==> config.mk <==
export PLATFORM = sky130hd
export DESIGN_NAME = alu_exec_unit
export DESIGN_NICKNAME = d
export VERILOG_FILES = /design/src/rtl/alu_pkg.sv /design/src/rtl/alu_exec_unit.sv
export SDC_FILE = /design/constraint.sdc
export NUM_CORES = 1
export LEC_CHECK = 0
export CAP_MARGIN = 20
export CORE_ASPECT_RATIO = 1.4
export CORE_UTILIZATION = 36
export DETAILED_ROUTE_END_ITERATION = 10
export SLEW_MARGIN = 20
export SYNTH_ARGS = -nofsm -noshare
export SYNTH_HDL_FRONTEND = slang
export SYNTH_SLANG_ARGS = --single-unit
==> constraint.sdc <==
create_clock -name clk -period 4.36 [get_ports clk]
set_input_delay 0.436 -clock clk [delete_from_list [all_inputs] [get_ports clk]]
set_output_delay 0.436 -clock clk [all_outputs]
set_load 0.1 [all_outputs]
==> src/rtl/alu_pkg.sv <==
// Shared definitions for the ALU execution unit and the operand/opcode controller feeding it.
package alu_pkg;

    localparam int ALU_WIDTH = 7;

    localparam logic OP_NOT = 1'b0;
    localparam logic OP_SHR = 1'b1;

    typedef enum logic [1:0] {
        IDLE  = 2'd0,
        SHIFT = 2'd1,
        DONE  = 2'd2
    } alu_state_e;

    function automatic logic state_is_busy(input alu_state_e s);
        return (s == SHIFT) || (s == DONE);
    endfunction

endpackage

==> src/rtl/alu_exec_unit.sv <==
// Multi-cycle NOT / logical shift-right unit with valid/ready on both sides.
// Optional zero/cout flag outputs are built only when ALU_FLAGS_EN is defined.
module alu_exec_unit
    import alu_pkg::*;
#(
    parameter int WIDTH = ALU_WIDTH
) (
    input  logic             clk,
    input  logic             reset,
    input  logic             in_valid,
    output logic             in_ready,
    input  logic [WIDTH-1:0] a,
    input  logic [WIDTH-1:0] b,
    input  logic             op,
    output logic             out_valid,
    input  logic             out_ready,
    output logic [WIDTH-1:0] result,
`ifdef ALU_FLAGS_EN
    output logic             zero,
    output logic             cout,
`endif
    output logic             busy
);

    localparam int               CNT_W    = $clog2(WIDTH + 1);
    localparam logic [WIDTH-1:0] WIDTH_B  = WIDTH'(WIDTH);
    localparam logic [CNT_W-1:0] CNT_MAX  = CNT_W'(WIDTH);
    localparam logic [CNT_W-1:0] CNT_ZERO = CNT_W'(1'b0);
    localparam logic [CNT_W-1:0] CNT_ONE  = CNT_W'(1'b1);

    alu_state_e       state_q, state_d;
    logic [WIDTH-1:0] work_q, work_d;
    logic [WIDTH-1:0] result_q, result_d;
    logic [CNT_W-1:0] cnt_q, cnt_d;
    logic             out_valid_q, out_valid_d;
    logic             busy_q, busy_d;
    logic [CNT_W-1:0] cnt_in_s;
    logic [WIDTH-1:0] shift_s;
    logic             accept_s;
    logic             load_s;

    assign in_ready = (state_q == IDLE);
    assign accept_s = in_valid && in_ready;
    // Saturate on the full-width amount; truncating first would alias large shifts.
    assign cnt_in_s = (b >= WIDTH_B) ? CNT_MAX : b[CNT_W-1:0];
    assign shift_s  = work_q >> 1;

    // State register.
    always_ff @(posedge clk or posedge reset) begin
        if (reset) begin
            state_q <= IDLE;
        end else begin
            state_q <= state_d;
        end
    end

    // Next-state logic; the accept edge performs the first shift, so SHR by n is n cycles.
    always_comb begin
        state_d = state_q;
        case (state_q)
            IDLE: begin
                if (!accept_s) begin
                    state_d = IDLE;
                end else if ((op == OP_NOT) || (cnt_in_s <= CNT_ONE)) begin
                    state_d = DONE;
                end else begin
                    state_d = SHIFT;
                end
            end
            SHIFT: begin
                if (cnt_q == CNT_ONE) begin
                    state_d = DONE;
                end else begin
                    state_d = SHIFT;
                end
            end
            DONE: begin
                if (out_ready) begin
                    state_d = IDLE;
                end else begin
                    state_d = DONE;
                end
            end
            default: state_d = IDLE;
        endcase
    end

    // Datapath and registered-output next values.
    always_comb begin
        work_d   = work_q;
        cnt_d    = cnt_q;
        load_s   = 1'b0;
        result_d = result_q;
        case (state_q)
            IDLE: begin
                if (!accept_s) begin
                    load_s = 1'b0;
                end else if (op == OP_NOT) begin
                    load_s   = 1'b1;
                    result_d = ~a;
                end else if (cnt_in_s == CNT_ZERO) begin
                    load_s   = 1'b1;
                    result_d = a;
                end else if (cnt_in_s == CNT_ONE) begin
                    load_s   = 1'b1;
                    result_d = a >> 1;
                end else begin
                    work_d = a >> 1;
                    cnt_d  = cnt_in_s - CNT_ONE;
                end
            end
            SHIFT: begin
                work_d = shift_s;
                cnt_d  = cnt_q - CNT_ONE;
                if (cnt_q == CNT_ONE) begin
                    load_s   = 1'b1;
                    result_d = shift_s;
                end else begin
                    load_s = 1'b0;
                end
            end
            DONE:    load_s = 1'b0;
            default: load_s = 1'b0;
        endcase
        out_valid_d = (state_d == DONE);
        busy_d      = state_is_busy(state_d);
    end

    // Datapath and output registers.
    always_ff @(posedge clk or posedge reset) begin
        if (reset) begin
            work_q      <= {WIDTH{1'b0}};
            cnt_q       <= CNT_ZERO;
            result_q    <= {WIDTH{1'b0}};
            out_valid_q <= 1'b0;
            busy_q      <= 1'b0;
        end else begin
            work_q      <= work_d;
            cnt_q       <= cnt_d;
            result_q    <= result_d;
            out_valid_q <= out_valid_d;
            busy_q      <= busy_d;
        end
    end

    assign out_valid = out_valid_q;
    assign result    = result_q;
    assign busy      = busy_q;

`ifdef ALU_FLAGS_EN
    logic last_bit_s;
    logic zero_q;
    logic cout_q;

    // Bit leaving the shifter on the edge that loads the result.
    always_comb begin
        if (state_q == SHIFT) begin
            last_bit_s = work_q[0];
        end else if ((op == OP_SHR) && (cnt_in_s != CNT_ZERO)) begin
            last_bit_s = a[0];
        end else begin
            last_bit_s = 1'b0;
        end
    end

    // Flags update only together with the result so they stay consistent with it.
    always_ff @(posedge clk or posedge reset) begin
        if (reset) begin
            zero_q <= 1'b0;
            cout_q <= 1'b0;
        end else if (load_s) begin
            zero_q <= (result_d == {WIDTH{1'b0}});
            cout_q <= last_bit_s;
        end else begin
            zero_q <= zero_q;
            cout_q <= cout_q;
        end
    end

    assign zero = zero_q;
    assign cout = cout_q;
`else
    logic unused_flag_src_s;
    assign unused_flag_src_s = work_q[0] ^ load_s;
`endif

endmodule

==> impl_metrics.toml <==
[hold_path]
holdPathStages = 1
hp-class = "reg -> reg"
min_to = "result[5]"
hold_start = "result[5]"

[timing]
setup_viol = 0
rsz0062_at_grt = "no"
whs_ns = 0.514
hold_viol_final = 0
finalCriticalPeriod_ns = 2.81
final_max_slew_viol_count = 0
max-slew-margin-rel = 0.306
fin_crit_sh = 0.645
clock.fmax_ghz = 0.356
finalSetupTns_ns = 0
tightest_slew_ns = 1.04
fin_skew_ns = 0.00900

[detailed_routing]
vias = 1079
wire_per_inst_um = 15.9
avgViaCountPerCell = 5.59
ant_nets = 0
drcViolationCount = 0
drt_iter0_markers = 15
dr.pass1.iters = 4
wl_um = 3060

[yosys]
netlist_instances = 127
syn_nets = 152
ys.flop_type = "dfrtp_1"
synthMuxAreaShare = 0.123
synth_cell_types = 37
yosysTopAreaCell = "dfrtp_1"
synth_top_family_by_area = "compound AO/OA/AOI/OAI gates"
synth_area_per_cell_um2 = 9.74
ys_top_cells_by_area = "dfrtp_1 38%, mux2i_1 11%, ha_1 6.1%, a311o_1 4.0%, nand2_1 3.9%"
synth_fa_ha_area_frac = 0.0607
yosysSeqAreaShare = 0.384
async_flop_share = 1.00
synth_top_cell_area_share = 0.384
synth-simple-area-share = 0.175
yosysWarningCount = 0
synth_compound_area_frac = 0.209
syn-cell-area_um2 = 1240
synth_edf_count = 0
post-synth-top-count-cell = "dfrtp_1"
netlist_top_cells_count = "19 x dfrtp_1, 13 x mux2i_1, 13 x nand2_1"
synth-xor-area-share = 0
ys_ff_latch = 19

[floorplanning]
start_util = 0.389
die_area_um2 = 3680
io_pins = 29
rows = 24
die_h_um = 71.4
coreArea_um2 = 3180
die_width_um = 51.6

[global_routing]
grt_usage = 0.182
grt_pass1_wl_um = 4930
grt_max_degree = 20
grt_pass1_vias = 1055
overflow = 0
antenna_found_initial = 0

[final_layout]
fin_nets = 180
area_growth_pct = 28.0
antenna_cells = 0
fin_area_um2 = 1580
multiInputGateArea_um2 = 703
n_fill_cell = 323
seq_area_um2 = 475
drive_gt1_frac = 0.0779

[pwr]
switching_share = 0.549
power_per_cell_area_nw_per_um2 = 743
p_sw_w = 0.000647
internal_power_w = 0.000531
p_clk_frac = 0.107
p_leak_nw = 0.670
pwr-share-comb = 0.604
seq_power_share = 0.290
peakVddDrop_mv = 0.618

[setup_path]
critPathMaxFanout = 6
r2r-end = "busy"
rrSetupSlack_ns = 2.06
endpoint_kind = "flop"
r2r_cells = 5
regToRegStartpoint = "state_q[0]"
path_class = "in -> reg"
start_kind = "input pin"
critPathRequiredTime_ns = 4.46
crit_arrival_ns = 2.91

[placement]
port_buffers = 28
dpl.hpwl_um = 2350
globalplace.congestion = 0.839
place_area_um2 = 1540

[flow_run]
max_cap_viol_count = 0

[clocking]
cts.sinks = 19
cts.clk_slew.worst_paths_ns = 0.08
clockBufferDepth = 2
cts_tree = "done"
numCtsBuffers = 3
cts_max_level = 1
root_buffer = "clkbuf_8"
ctsHoldBuffers = 0
insertion_delay_ns = 0.26
cts_setup_buffers = 0
cts.repair.resized = 0

[status]
status = "completed"
## state kept, by name (all words and copies together) (netlist names)
signal	flops
busy	1
result	7
work_q	5
out_valid	1
cnt_q	3
state_q	2
## area by class of cell
| type | instances | area share |
|---|---|---|
| Clock buffer | 3 | 0.0261 |
| Clock inverter | 1 | 0.00316 |
| Inverter | 8 | 0.0190 |
| Multi-Input combinational cell | 95 | 0.444 |
| Sequential cell | 19 | 0.300 |
| Tap cell | 39 | 0.0308 |
| Timing Repair Buffer | 28 | 0.177 |
## worst max-delay path, cell delays in order
cell	delay, ns
clkdlybuf4s50_1	0.44
or3_1	0.40
or3_4	0.35
ha_1	0.19
or2_4	0.27
a311oi_4	0.52
mux2i_1	0.24
o21ai_1	0.07
## worst max-delay path by stage
stage	slack, ns	start	cells past startpoint	endpoint
final	1.55	b[5]	8	work_q[4]
after global routing	1.43	b[5]	8	work_q[2]
after CTS	1.53	b[5]	8	work_q[2]
after detailed placement	1.26	b[5]	8	work_q[2]
after global placement	1.32	b[5]	8	work_q[2]
after floorplan	1.53	state_q[1]	5	result[6]
## cells by family after synthesis
family          Yosys count
flops                    19
compound gates           35
simple gates             39
buf+inv                  13
mux                      15
fa+ha+maj                 6
## cells in the final DEF (no fill, tap or decap), types with 3 or more instances in the layout
cell,count
nand2_1,13
ha_1,6
a311o_1,5
o22ai_1,6
clkbuf_8,3
dfrtp_1,19
nor2_1,7
o21ai_1,4
clkdlybuf4s50_1,28
a21oi_1,8
mux2i_1,13
inv_1,8
## power by group through the flow
| stage | clock, W | combinational (W) | sequential, W |
|---|---|---|---|
| 6_report | 0.000126 | 0.000711 | 0.000341 |
| 3_3_place_gp | 0 | 0.000707 | 0.000341 |
| 5_1_grt | 0.000136 | 0.000758 | 0.000353 |
| 3_5_place_dp | 0 | 0.000714 | 0.000344 |
| 2_1_floorplan | 0 | 0.000299 | 0.000583 |
| 4_1_cts | 0.000130 | 0.000717 | 0.000341 |
## routing by layer
metal / GRT usage / part of all wire / vias to the layer above
li1: - / - / 525
met1: 0.206 / 0.40 / 515
met2: 0.323 / 0.53 / 30
met3: 0.0297 / 0.033 / 9
met4: 0.0841 / 0.029 / 0
met5: 0 / 0 / -
## per-stage QoR
stage	worst slack, ns	util	cells	total power, W
CTS	1.53	0.498	193	0.00119
finish	1.55	0.498	193	0.00118
detailed placement	1.26	0.483	189	0.00106
floorplan	1.53	-	127	0.000882
global placement	1.32	0.483	189	0.00105
global route	1.43	0.498	193	0.00125
No activity file was read; power rests on OpenSTA's default activity.
